$ cat config.mk
export PLATFORM = sky130hd
export DESIGN_NAME = lcd_bus_monitor
export DESIGN_NICKNAME = d
export VERILOG_FILES = /design/src/rtl/lcd_bus_monitor.sv
export SDC_FILE = /design/constraint.sdc
export NUM_CORES = 1
export LEC_CHECK = 0
export ABC_AREA = 1
export CORE_ASPECT_RATIO = 1.5
export CORE_MARGIN = 5
export CORE_UTILIZATION = 45
export DETAILED_ROUTE_END_ITERATION = 8
export PLACE_DENSITY = 0.61
export REMOVE_ABC_BUFFERS = 1
export SYNTH_ARGS = -nofsm -noshare
export SYNTH_HDL_FRONTEND = slang
export SYNTH_SLANG_ARGS = --single-unit
$ cat constraint.sdc
create_clock -name iCLK -period 3.75 [get_ports iCLK]
set_input_delay 0.9375 -clock iCLK [delete_from_list [all_inputs] [get_ports iCLK]]
set_output_delay 0.9375 -clock iCLK [all_outputs]
set_load 0.01 [all_outputs]
$ cat src/rtl/lcd_bus_monitor.sv
// Display-side model of an HD44780-style write bus: 2x16 shadow buffer, address counter, busy timing.
// Strobe decoded 3 cycles after EN falls; read port 1-cycle latency; no backpressure, strobes while busy are dropped and flagged.
module lcd_bus_monitor #(
    parameter int SHORT_CYC = 2000,
    parameter int LONG_CYC  = 82000,
    parameter int CNT_W     = 17
) (
    input  logic       iCLK,
    input  logic       iRST,
    input  logic [7:0] iLCD_DATA,
    input  logic       iLCD_RS,
    input  logic       iLCD_RW,
    input  logic       iLCD_EN,
    input  logic [4:0] iRD_ADDR,
    output logic [7:0] oRD_CHAR,
    output logic [6:0] oADDR,
    output logic       oBUSY,
    output logic       oDISP_ON,
    output logic       oENTRY_INC,
    output logic       oWR_STB,
    output logic       oERR
);

    typedef enum logic [1:0] {
        ST_IDLE,
        ST_CLEAR,
        ST_EXEC
    } state_t;

    state_t             state, state_nxt;
    logic [CNT_W-1:0]   cnt, cnt_nxt;
    logic [4:0]         clr_idx, clr_nxt;

    // {rw, rs, en, data} travel together through the synchronizer
    logic [10:0]        sync1, sync2;
    logic               en_d;
    logic               stb;
    logic [7:0]         cap_dat;
    logic               cap_rs;
    logic               cap_rw;

    logic [7:0]         mem [32];

    logic [6:0]         addr_nxt;
    logic               disp_nxt;
    logic               entry_nxt;
    logic               err_nxt;
    logic               wr_en;
    logic [4:0]         wr_idx;
    logic [7:0]         wr_dat;
    logic               data_hit;

    always_ff @(posedge iCLK) begin
        if (iRST) begin
            sync1   <= '0;
            sync2   <= '0;
            en_d    <= 1'b0;
            stb     <= 1'b0;
            cap_dat <= '0;
            cap_rs  <= 1'b0;
            cap_rw  <= 1'b0;
        end else begin
            sync1 <= {iLCD_RW, iLCD_RS, iLCD_EN, iLCD_DATA};
            sync2 <= sync1;
            en_d  <= sync2[8];
            stb   <= en_d & ~sync2[8];
            if (sync2[8]) begin
                cap_dat <= sync2[7:0];
                cap_rs  <= sync2[9];
                cap_rw  <= sync2[10];
            end
        end
    end

    always_ff @(posedge iCLK) begin
        if (iRST) begin
            state   <= ST_CLEAR;
            cnt     <= '0;
            clr_idx <= '0;
        end else begin
            state   <= state_nxt;
            cnt     <= cnt_nxt;
            clr_idx <= clr_nxt;
        end
    end

    assign oBUSY = (state != ST_IDLE);

    always_comb begin
        state_nxt = state;
        cnt_nxt   = cnt;
        clr_nxt   = clr_idx;
        addr_nxt  = oADDR;
        disp_nxt  = oDISP_ON;
        entry_nxt = oENTRY_INC;
        err_nxt   = oERR;
        wr_en     = 1'b0;
        wr_idx    = '0;
        wr_dat    = '0;
        data_hit  = 1'b0;

        case (state)
            ST_CLEAR: begin
                wr_en   = 1'b1;
                wr_idx  = clr_idx;
                wr_dat  = 8'h20;
                clr_nxt = clr_idx + 5'd1;
                if (clr_idx == 5'd31) begin
                    // the 32 clear cycles count toward the long busy time
                    if (LONG_CYC > 32) begin
                        state_nxt = ST_EXEC;
                        cnt_nxt   = CNT_W'(LONG_CYC - 33);
                    end else begin
                        state_nxt = ST_IDLE;
                    end
                end
            end
            ST_EXEC: begin
                if (cnt == '0) state_nxt = ST_IDLE;
                else           cnt_nxt   = cnt - 1'b1;
            end
            default: begin
                if (stb && !cap_rw) begin
                    if (cap_rs) begin
                        if (oADDR[6:4] == 3'b000 || oADDR[6:4] == 3'b100) begin
                            data_hit = 1'b1;
                            wr_en    = 1'b1;
                            wr_idx   = {oADDR[6], oADDR[3:0]};
                            wr_dat   = cap_dat;
                        end
                        if (oENTRY_INC) begin
                            case (oADDR)
                                7'h27:   addr_nxt = 7'h40;
                                7'h67:   addr_nxt = 7'h00;
                                default: addr_nxt = oADDR + 7'd1;
                            endcase
                        end else begin
                            case (oADDR)
                                7'h40:   addr_nxt = 7'h27;
                                7'h00:   addr_nxt = 7'h67;
                                default: addr_nxt = oADDR - 7'd1;
                            endcase
                        end
                        state_nxt = ST_EXEC;
                        cnt_nxt   = CNT_W'(SHORT_CYC - 1);
                    end else begin
                        casez (cap_dat)
                            8'b1???????: begin
                                addr_nxt  = cap_dat[6:0];
                                state_nxt = ST_EXEC;
                                cnt_nxt   = CNT_W'(SHORT_CYC - 1);
                            end
                            8'b01??????, 8'b001?????, 8'b0001????: begin
                                state_nxt = ST_EXEC;
                                cnt_nxt   = CNT_W'(SHORT_CYC - 1);
                            end
                            8'b00001???: begin
                                disp_nxt  = cap_dat[2];
                                state_nxt = ST_EXEC;
                                cnt_nxt   = CNT_W'(SHORT_CYC - 1);
                            end
                            8'b000001??: begin
                                entry_nxt = cap_dat[1];
                                state_nxt = ST_EXEC;
                                cnt_nxt   = CNT_W'(SHORT_CYC - 1);
                            end
                            8'b0000001?: begin
                                addr_nxt  = 7'h00;
                                state_nxt = ST_EXEC;
                                cnt_nxt   = CNT_W'(LONG_CYC - 1);
                            end
                            8'b00000001: begin
                                addr_nxt  = 7'h00;
                                entry_nxt = 1'b1;
                                state_nxt = ST_CLEAR;
                                clr_nxt   = '0;
                            end
                            default: ;
                        endcase
                    end
                end
            end
        endcase

        if (stb && !cap_rw && oBUSY) err_nxt = 1'b1;
    end

    always_ff @(posedge iCLK) begin
        if (iRST) begin
            oADDR      <= '0;
            oDISP_ON   <= 1'b0;
            oENTRY_INC <= 1'b1;
            oERR       <= 1'b0;
            oWR_STB    <= 1'b0;
            oRD_CHAR   <= '0;
        end else begin
            oADDR      <= addr_nxt;
            oDISP_ON   <= disp_nxt;
            oENTRY_INC <= entry_nxt;
            oERR       <= err_nxt;
            oWR_STB    <= data_hit;
            oRD_CHAR   <= mem[iRD_ADDR];
        end
    end

    always_ff @(posedge iCLK) begin
        if (wr_en) mem[wr_idx] <= wr_dat;
    end

endmodule

==> impl_metrics.sql, run 1 <==
INSERT INTO impl_metrics (metric_group, metric, value, unit) VALUES
('die', 'top_level_ports', '38', ''),
('critical_path', 'path_max_fanout', '8', ''),
('grt', 'antenna_found_initial', '0', ''),
('placed_design', 'placement.setup.worst_slack', '0.921', 'ns'),
('detailed_routing', 'detail_route.wirelength', '35000', 'um'),
('sta', 'setup_slack', '0.841', 'ns'),
('finish', 'multi_input_combinational_cell_area', '4290', 'um2'),
('sta', 'report.final.hold_viol_count', '0', ''),
('sta', 'grt_setup_unrepaired', 'false', ''),
('min_path', 'min_from', 'sync1[4]$_SDFF_PP0_', ''),
('die', 'floorplan.die_area', '35000', 'um2'),
('synthesis', 'ys_seq_elements', '333', ''),
('clocking', 'postCtsHoldBufs', '0', ''),
('finish', 'finish.net_count', '1460', ''),
('detailed_routing', 'routed-via-count', '9951', ''),
('critical_path', 'critPathLaunch', 'state[0]$_SDFFE_PP1P_', ''),
('clocking', 'clock_tree.buffer_depth', '3', ''),
('finish', 'seqCellArea', '9230', 'um2'),
('grt', 'grt_pass1_vias', '9785', ''),
('clocking', 'clock-sinks', '333', ''),
('clocking', 'insertion_delay', '0.57', 'ns'),
('placed_design', 'dp.final_hpwl', '22400', 'um'),
('detailed_routing', 'first_pass_iters', '5', ''),
('sta', 'setup-violations-final', '0', ''),
('critical_path', 'cp-start-kind', 'flop', ''),
('clocking', 'cts_inserted_buffers', '30', ''),
('critical_path', 'cpMaxStageDelayCell', 'sky130_fd_sc_hd__nor2_1', ''),
('sta', 'fin_worst_skew', '0.0183', 'ns'),
('critical_path', 'worst_path_largest_cell_delay', '0.68', 'ns'),
('die', 'fp-row-count', '79', ''),
('placed_design', 'numPortBuffers', '37', ''),
('clocking', 'cts_setup_buffers', '0', ''),
('clocking', 'clock-root-buffer', 'sky130_fd_sc_hd__clkbuf_16', ''),
('sta', 'transition_time_of_the_tightest_slew_check_pin', '0.835', 'ns'),
('finish', 'mostFrequentLayoutCell', 'sky130_fd_sc_hd__nand2_1', ''),
('critical_path', 'worstPathArrival', '3.10', 'ns'),
('detailed_routing', 'avgRoutedWirePerCell', '18.8', 'um'),
('run_status', 'outcome', 'completed', ''),
('sta', 'final_max_slew_viol_count', '0', ''),
('synthesis', 'area_share_of_the_largest_cell_type_after_synthesis', '54.6', '%'),
('sta', 'fmax', '344', 'MHz'),
('critical_path', 'r2r-start', 'state[0]$_SDFFE_PP1P_', ''),
('detailed_routing', 'drt_drc_violations_left', '0', ''),
('grt', 'grt_pass1_wl', '54900', 'um'),
('critical_path', 'criticalPathCategory', 'reg2reg', ''),
('synthesis', 'post_synth_instance_area', '14100', 'um2'),
('placed_design', 'placer_congestion', '0.843', ''),
('grt', 'grt_start_max_net_pins', '129', ''),
('clocking', 'h_tree_depth', '1', ''),
('synthesis', 'yosysWarnings', '0', ''),
('sta', 'finalSetupTns', '0', 'ns'),
('flow_run', 'max_cap_viols', '0', ''),
('clocking', 'cts_tree', 'done', ''),
('synthesis', 'syn_avg_cell_area', '10.0', 'um2'),
('finish', 'fillers', '2781', ''),
('finish', 'area_growth', '13.0', '%'),
('critical_path', 'worstPathCellList', 'inv_1, ha_1, nor2_2, nand4_2, o22ai_2, inv_1, nor2_1, nand2_1, nor2_1', ''),
('critical_path', 'endpoint_kind', 'flop', ''),
('power', 'power.density', '566', 'nW/um2'),
('synthesis', 'synth_ff_type', 'sky130_fd_sc_hd__edfxtp_1', ''),
('grt', 'grt_usage', '20.2', '%'),
('synthesis', 'async_flop_share', '0', '%'),
('clocking', 'clkTransAtPathRegs', '0.06', 'ns'),
('synthesis', 'top_post_synthesis_cells_by_area', 'sky130_fd_sc_hd__edfxtp_1, sky130_fd_sc_hd__dfxtp_1, sky130_fd_sc_hd__nand2_1', ''),
('synthesis', 'number_of_enable_type_register_cells_in_the_synthesized_netlist', '256', ''),
('critical_path', 'largest_delay_share_family_worst_path', 'simple AND/OR/NAND/NOR gates', ''),
('synthesis', 'synthDistinctLibCells', '40', ''),
('synthesis', 'syn_inst', '1404', ''),
('sta', 'finalCritPeriodShare', '77.6', '%'),
('synthesis', 'cell_taking_the_most_area_after_synthesis', 'sky130_fd_sc_hd__edfxtp_1', ''),
('power', 'max-vdd-ir-drop', '337', 'uV');
[per-stage QoR]
stage / utilization [%] / hold slack, ns / cell area (um2) / total power [W] / std cells
after global routing: 51.5 / 0.419 / 15900 / 0.00948 / 1863
after floorplan: - / 0.388 / 13800 / 0.00550 / 1338
after global placement: 48.3 / 0.389 / 14900 / 0.00608 / 1807
final: 51.5 / 0.401 / 15900 / 0.00902 / 1863
after CTS: 51.5 / 0.402 / 15900 / 0.00910 / 1863
after detailed placement: 48.3 / 0.393 / 14900 / 0.00609 / 1807
[state kept, by name, indices dropped and copies added (netlist names)]
register	cells
cap_dat	8
cap_rs	1
cap_rw	1
clr_idx	5
cnt	17
en_d	1
mem	256
oADDR	7
oDISP_ON	1
oENTRY_INC	1
oERR	1
oRD_CHAR	8
oWR_STB	1
state	2
stb	1
sync1	11
sync2	11
[final cells by class]
type | instances | share of cell area, %
repair buffers | 64 | 3.84
inverters | 82 | 1.94
clock buffers | 40 | 5.25
well taps | 405 | 3.18
clock inverters | 16 | 0.888
flip-flops and latches | 333 | 58.0
multi-input cells | 923 | 26.9
[Yosys cell counts, types with 2 or more instances]
| cell | number |
|---|---|
| sky130_fd_sc_hd__a21oi_1 | 76 |
| sky130_fd_sc_hd__a21oi_2 | 7 |
| sky130_fd_sc_hd__a41oi_1 | 2 |
| sky130_fd_sc_hd__buf_1 | 2 |
| sky130_fd_sc_hd__buf_2 | 22 |
| sky130_fd_sc_hd__buf_6 | 2 |
| sky130_fd_sc_hd__clkbuf_1 | 40 |
| sky130_fd_sc_hd__clkinv_1 | 2 |
| sky130_fd_sc_hd__dfxtp_1 | 77 |
| sky130_fd_sc_hd__edfxtp_1 | 256 |
| sky130_fd_sc_hd__ha_1 | 8 |
| sky130_fd_sc_hd__inv_1 | 77 |
| sky130_fd_sc_hd__inv_2 | 3 |
| sky130_fd_sc_hd__nand2_1 | 320 |
| sky130_fd_sc_hd__nand2_2 | 13 |
| sky130_fd_sc_hd__nand3_1 | 104 |
| sky130_fd_sc_hd__nand3_2 | 2 |
| sky130_fd_sc_hd__nand4_1 | 7 |
| sky130_fd_sc_hd__nor2_1 | 216 |
| sky130_fd_sc_hd__nor2_2 | 7 |
| sky130_fd_sc_hd__nor2_4 | 4 |
| sky130_fd_sc_hd__nor3_1 | 3 |
| sky130_fd_sc_hd__o211ai_1 | 3 |
| sky130_fd_sc_hd__o21a_1 | 5 |
| sky130_fd_sc_hd__o21ai_0 | 93 |
| sky130_fd_sc_hd__o22ai_1 | 16 |
| sky130_fd_sc_hd__o31ai_1 | 20 |
| sky130_fd_sc_hd__xnor2_1 | 3 |
| sky130_fd_sc_hd__xor2_1 | 3 |
[cells by family after synthesis]
logic type | after synthesis | share of synthesized area (%)
buffers and inverters | 148 | 4.24
flip-flops | 333 | 65.5
XOR/XNOR | 6 | 0.373
AND/OR/NAND/NOR | 682 | 20.1
adder cells (fa/ha/maj) | 8 | 0.710
AO/OA/AOI/OAI | 227 | 9.06
[power breakdown]
part           total (W)  internal (W)  switching (W)  leakage [nW]
Combinational    0.00165      0.000482        0.00117          2.65
Clock            0.00302       0.00170        0.00131         0.501
Sequential       0.00435       0.00425      0.0000985          2.59
Total            0.00902       0.00643        0.00258          5.74
[path summary, 6_finish.rpt]
check                                             to  slack (ns)  depth (start not counted)
worst max-delay path            mem[15][5]$_DFFE_PP_        0.84                          9
worst min register to register   sync2[4]$_SDFF_PP0_        0.40                          2
worst min-delay path             sync2[4]$_SDFF_PP0_        0.40                          2
worst max register to register  mem[15][5]$_DFFE_PP_        0.84                          9
[per-layer routing]
layer,global-route usage (%),vias up,wire length (um)
met5,0,-,0
met4,8.58,0,1470
met3,2.20,69,1510
met2,38.7,246,19000
met1,22.6,4798,13100
li1,-,4838,-
[worst reg2reg max path, cell delays in order (launching register included)]
cell and delay [ns]:
sky130_fd_sc_hd__dfxtp_1 0.37, sky130_fd_sc_hd__inv_1 0.08, sky130_fd_sc_hd__ha_1 0.39, sky130_fd_sc_hd__nor2_2 0.19, sky130_fd_sc_hd__nand4_2 0.19, sky130_fd_sc_hd__o22ai_2 0.25
sky130_fd_sc_hd__inv_1 0.07, sky130_fd_sc_hd__nor2_1 0.14, sky130_fd_sc_hd__nand2_1 0.17, sky130_fd_sc_hd__nor2_1 0.68
Power figures use the tool's default switching activity.
==> inputs of run 2 (changes only) <==
--- a/config.mk
+++ b/config.mk
@@ -10,7 +10,7 @@
 export CORE_MARGIN = 5
 export CORE_UTILIZATION = 45
 export DETAILED_ROUTE_END_ITERATION = 8
-export PLACE_DENSITY = 0.61
+export PLACE_DENSITY = 0.64
 export REMOVE_ABC_BUFFERS = 1
 export SYNTH_ARGS = -nofsm -noshare
 export SYNTH_HDL_FRONTEND = slang
==> constraint.sdc (replaced) <==
create_clock -name iCLK -period 2.4 [get_ports iCLK]
set_input_delay 0.6 -clock iCLK [delete_from_list [all_inputs] [get_ports iCLK]]
set_output_delay 0.6 -clock iCLK [all_outputs]
set_load 0.01 [all_outputs]
==> run 2 against run 1 <==
  * Total power increased by 62%
  * Core utilization increased by 2.2 points
  * Global-route usage decreased by 0.34 points
  * Critical path depth increased by 3
  * Combinational power increased by 72%
  * Clock skew increased by 0.0011 ns
  * Largest power group unchanged
==> impl_metrics.sql, run 2 (synthesis gave the netlist of run 1 again) <==
INSERT INTO impl_metrics (metric_group, metric, value, unit) VALUES
('die', 'chipHeight', '227', 'um'),
('sta', 'finalCritPeriodShare', '93.7', '%'),
('grt', 'grt_pass1_vias', '9990', ''),
('finish', 'mostFrequentLayoutCell', 'sky130_fd_sc_hd__nand2_1', ''),
('detailed_routing', 'antenna_left', '0', ''),
('detailed_routing', 'drt_drc_violations_left', '0', ''),
('grt', 'grt_start_max_net_pins', '70', ''),
('sta', 'setup-violations-final', '0', ''),
('critical_path', 'criticalPathCategory', 'reg2reg', ''),
('critical_path', 'endpoint_kind', 'flop', ''),
('grt', 'grt_usage', '19.9', '%'),
('sta', 'finalHoldWorstSlack', '0.295', 'ns'),
('finish', 'final_cell_mix', 'sky130_fd_sc_hd__nand2_1, sky130_fd_sc_hd__edfxtp_1, sky130_fd_sc_hd__nor2_1', ''),
('placed_design', 'placement.setup.worst_slack', '0.0280', 'ns'),
('detailed_routing', 'drt_iter0_drc', '774', ''),
('detailed_routing', 'vias_per_cell', '5.26', ''),
('die', 'fp-row-count', '79', ''),
('placed_design', 'numPortBuffers', '37', ''),
('grt', 'antenna_found_initial', '0', ''),
('sta', 'fin_worst_skew', '0.0194', 'ns'),
('sta', 'fmax', '445', 'MHz'),
('sta', 'transition_time_of_the_tightest_slew_check_pin', '0.528', 'ns'),
('power', 'design_power_total', '0.0146', 'W'),
('clocking', 'clock-root-buffer', 'sky130_fd_sc_hd__clkbuf_16', ''),
('grt', 'grt_pass1_wl', '54200', 'um'),
('sta', 'setup_slack', '0.151', 'ns'),
('finish', 'design_area', '16600', 'um2'),
('critical_path', 'cpMaxStageDelayCell', 'sky130_fd_sc_hd__dfxtp_1', ''),
('clocking', 'clock_tree.buffer_depth', '3', ''),
('sta', 'final_max_slew_viol_count', '0', ''),
('finish', 'n_antenna_cell', '0', ''),
('sta', 'shortest_period_the_worst_path_allows', '2.25', 'ns'),
('critical_path', 'worst_path_largest_cell_delay', '0.35', 'ns'),
('flow_run', 'max_cap_viols', '0', ''),
('clocking', 'clkTransAtPathRegs', '0.07', 'ns'),
('placed_design', 'instance_count_after_placement_with_tap_cells_included', '1860', ''),
('detailed_routing', 'detail_route.wirelength', '35000', 'um'),
('die', 'horizontal_die_dimension', '154', 'um'),
('power', 'max-vdd-ir-drop', '571', 'uV'),
('finish', 'finish.net_count', '1513', ''),
('finish', 'final_cells', '1915', ''),
('critical_path', 'path_max_fanout', '8', ''),
('sta', 'report.final.hold_viol_count', '0', ''),
('die', 'floorplan.die_area', '35000', 'um2'),
('clocking', 'clock-sinks', '333', ''),
('placed_design', 'placer_congestion', '0.902', ''),
('finish', 'share_of_layout_cells_above_drive_strength_1', '12.9', '%'),
('finish', 'area_growth', '17.7', '%'),
('die', 'top_level_ports', '38', ''),
('clocking', 'h_tree_depth', '1', ''),
('run_status', 'outcome', 'completed', ''),
('critical_path', 'worstPathCellList', 'inv_1, ha_4, buf_4, nand2_2, inv_1, nand2_1, o21a_1, inv_2, nor2_2, nand2_2, nor2_1, buf_4', ''),
('power', 'leakage', '6.05', 'nW'),
('power', 'power.density', '880', 'nW/um2'),
('min_path', 'hold_class', 'in2reg', ''),
('sta', 'grt_setup_unrepaired', 'false', ''),
('clocking', 'postCtsHoldBufs', '0', ''),
('critical_path', 'worstPathArrival', '2.52', 'ns'),
('detailed_routing', 'routed-via-count', '10100', ''),
('clocking', 'insertion_delay', '0.56', 'ns'),
('die', 'start_util', '45.5', '%'),
('clocking', 'cts_tree', 'done', ''),
('die', 'core', '30900', 'um2'),
('finish', 'largest_reg_flops', '256', ''),
('critical_path', 'cp-start-kind', 'flop', ''),
('placed_design', 'placement.cell_area', '15500', 'um2'),
('detailed_routing', 'avgRoutedWirePerCell', '18.3', 'um'),
('clocking', 'cts_inserted_buffers', '30', ''),
('finish', 'largest-register', 'mem', ''),
('detailed_routing', 'first_pass_iters', '6', ''),
('sta', 'worst_rel_slew_slack', '64.5', '%'),
('placed_design', 'dp.final_hpwl', '23200', 'um'),
('grt', 'overflow', '0', ''),
('critical_path', 'timing.critical_path.required', '2.67', 'ns'),
('finish', 'largestRegisters', 'mem x256, cnt x17', '');
-- run 2: final timing paths --
kind / start / end / slack [ns] / cells past startpoint
hold reg to reg: sync1[7]$_SDFF_PP0_ / sync2[7]$_SDFF_PP0_ / 0.39 / 2
hold / removal: iRST / en_d$_SDFF_PP0_ / 0.30 / 2
setup / recovery: state[0]$_SDFFE_PP1P_ / mem[4][7]$_DFFE_PP_ / 0.15 / 12
setup reg to reg: state[0]$_SDFFE_PP1P_ / mem[4][7]$_DFFE_PP_ / 0.15 / 12
-- run 2: power by group --
part	internal, W	switching [W]	leakage [nW]	total (W)
Combinational	0.000941	0.00190	2.97	0.00284
Sequential	0.00664	0.000167	2.59	0.00680
Clock	0.00290	0.00204	0.490	0.00495
Total	0.0105	0.00411	6.05	0.0146
-- run 2: metrics by stage --
step | utilization, % | setup TNS, ns
global route | 53.6 | 0
CTS | 53.4 | 0
floorplan | - | -27.71
finish | 53.6 | 0
global placement | 50.0 | 0
detailed placement | 50.0 | 0
-- run 2: layer usage --
metal | vias to the layer above | routed length (um) | GRT usage (%) | share of wire [%]
met2 | 330 | 18600 | 37.0 | 53
met1 | 4706 | 12800 | 22.5 | 37
met3 | 89 | 1930 | 2.56 | 5.5
met4 | 0 | 1620 | 9.18 | 4.6
li1 | 4944 | - | - | -
met5 | - | 0 | 0 | 0
-- run 2: repair_timing --
item,4_1_cts,5_1_grt
pin swaps,0,1
endpoints found under the setup margin,33,248
resized for setup,3,21
setup buffers,0,0
-- run 2: final cells by class --
type	instances	area, um2
clock buffers	38	802
clock inverters	17	221
fillers	2717	14400
inverters	82	309
multi-input cells	923	4370
flip-flops and latches	333	9230
well taps	405	507
repair buffers	117	1140
-- run 2: worst max-delay path, delay by kind of cell (launching register included) --
kind,cells,cell delay [ns]
AOI/OAI and AO/OA,1,0.16
adders and majority gates,1,0.26
buffers and inverters,5,0.61
DFF,1,0.35
and+or+nand+nor,5,0.57
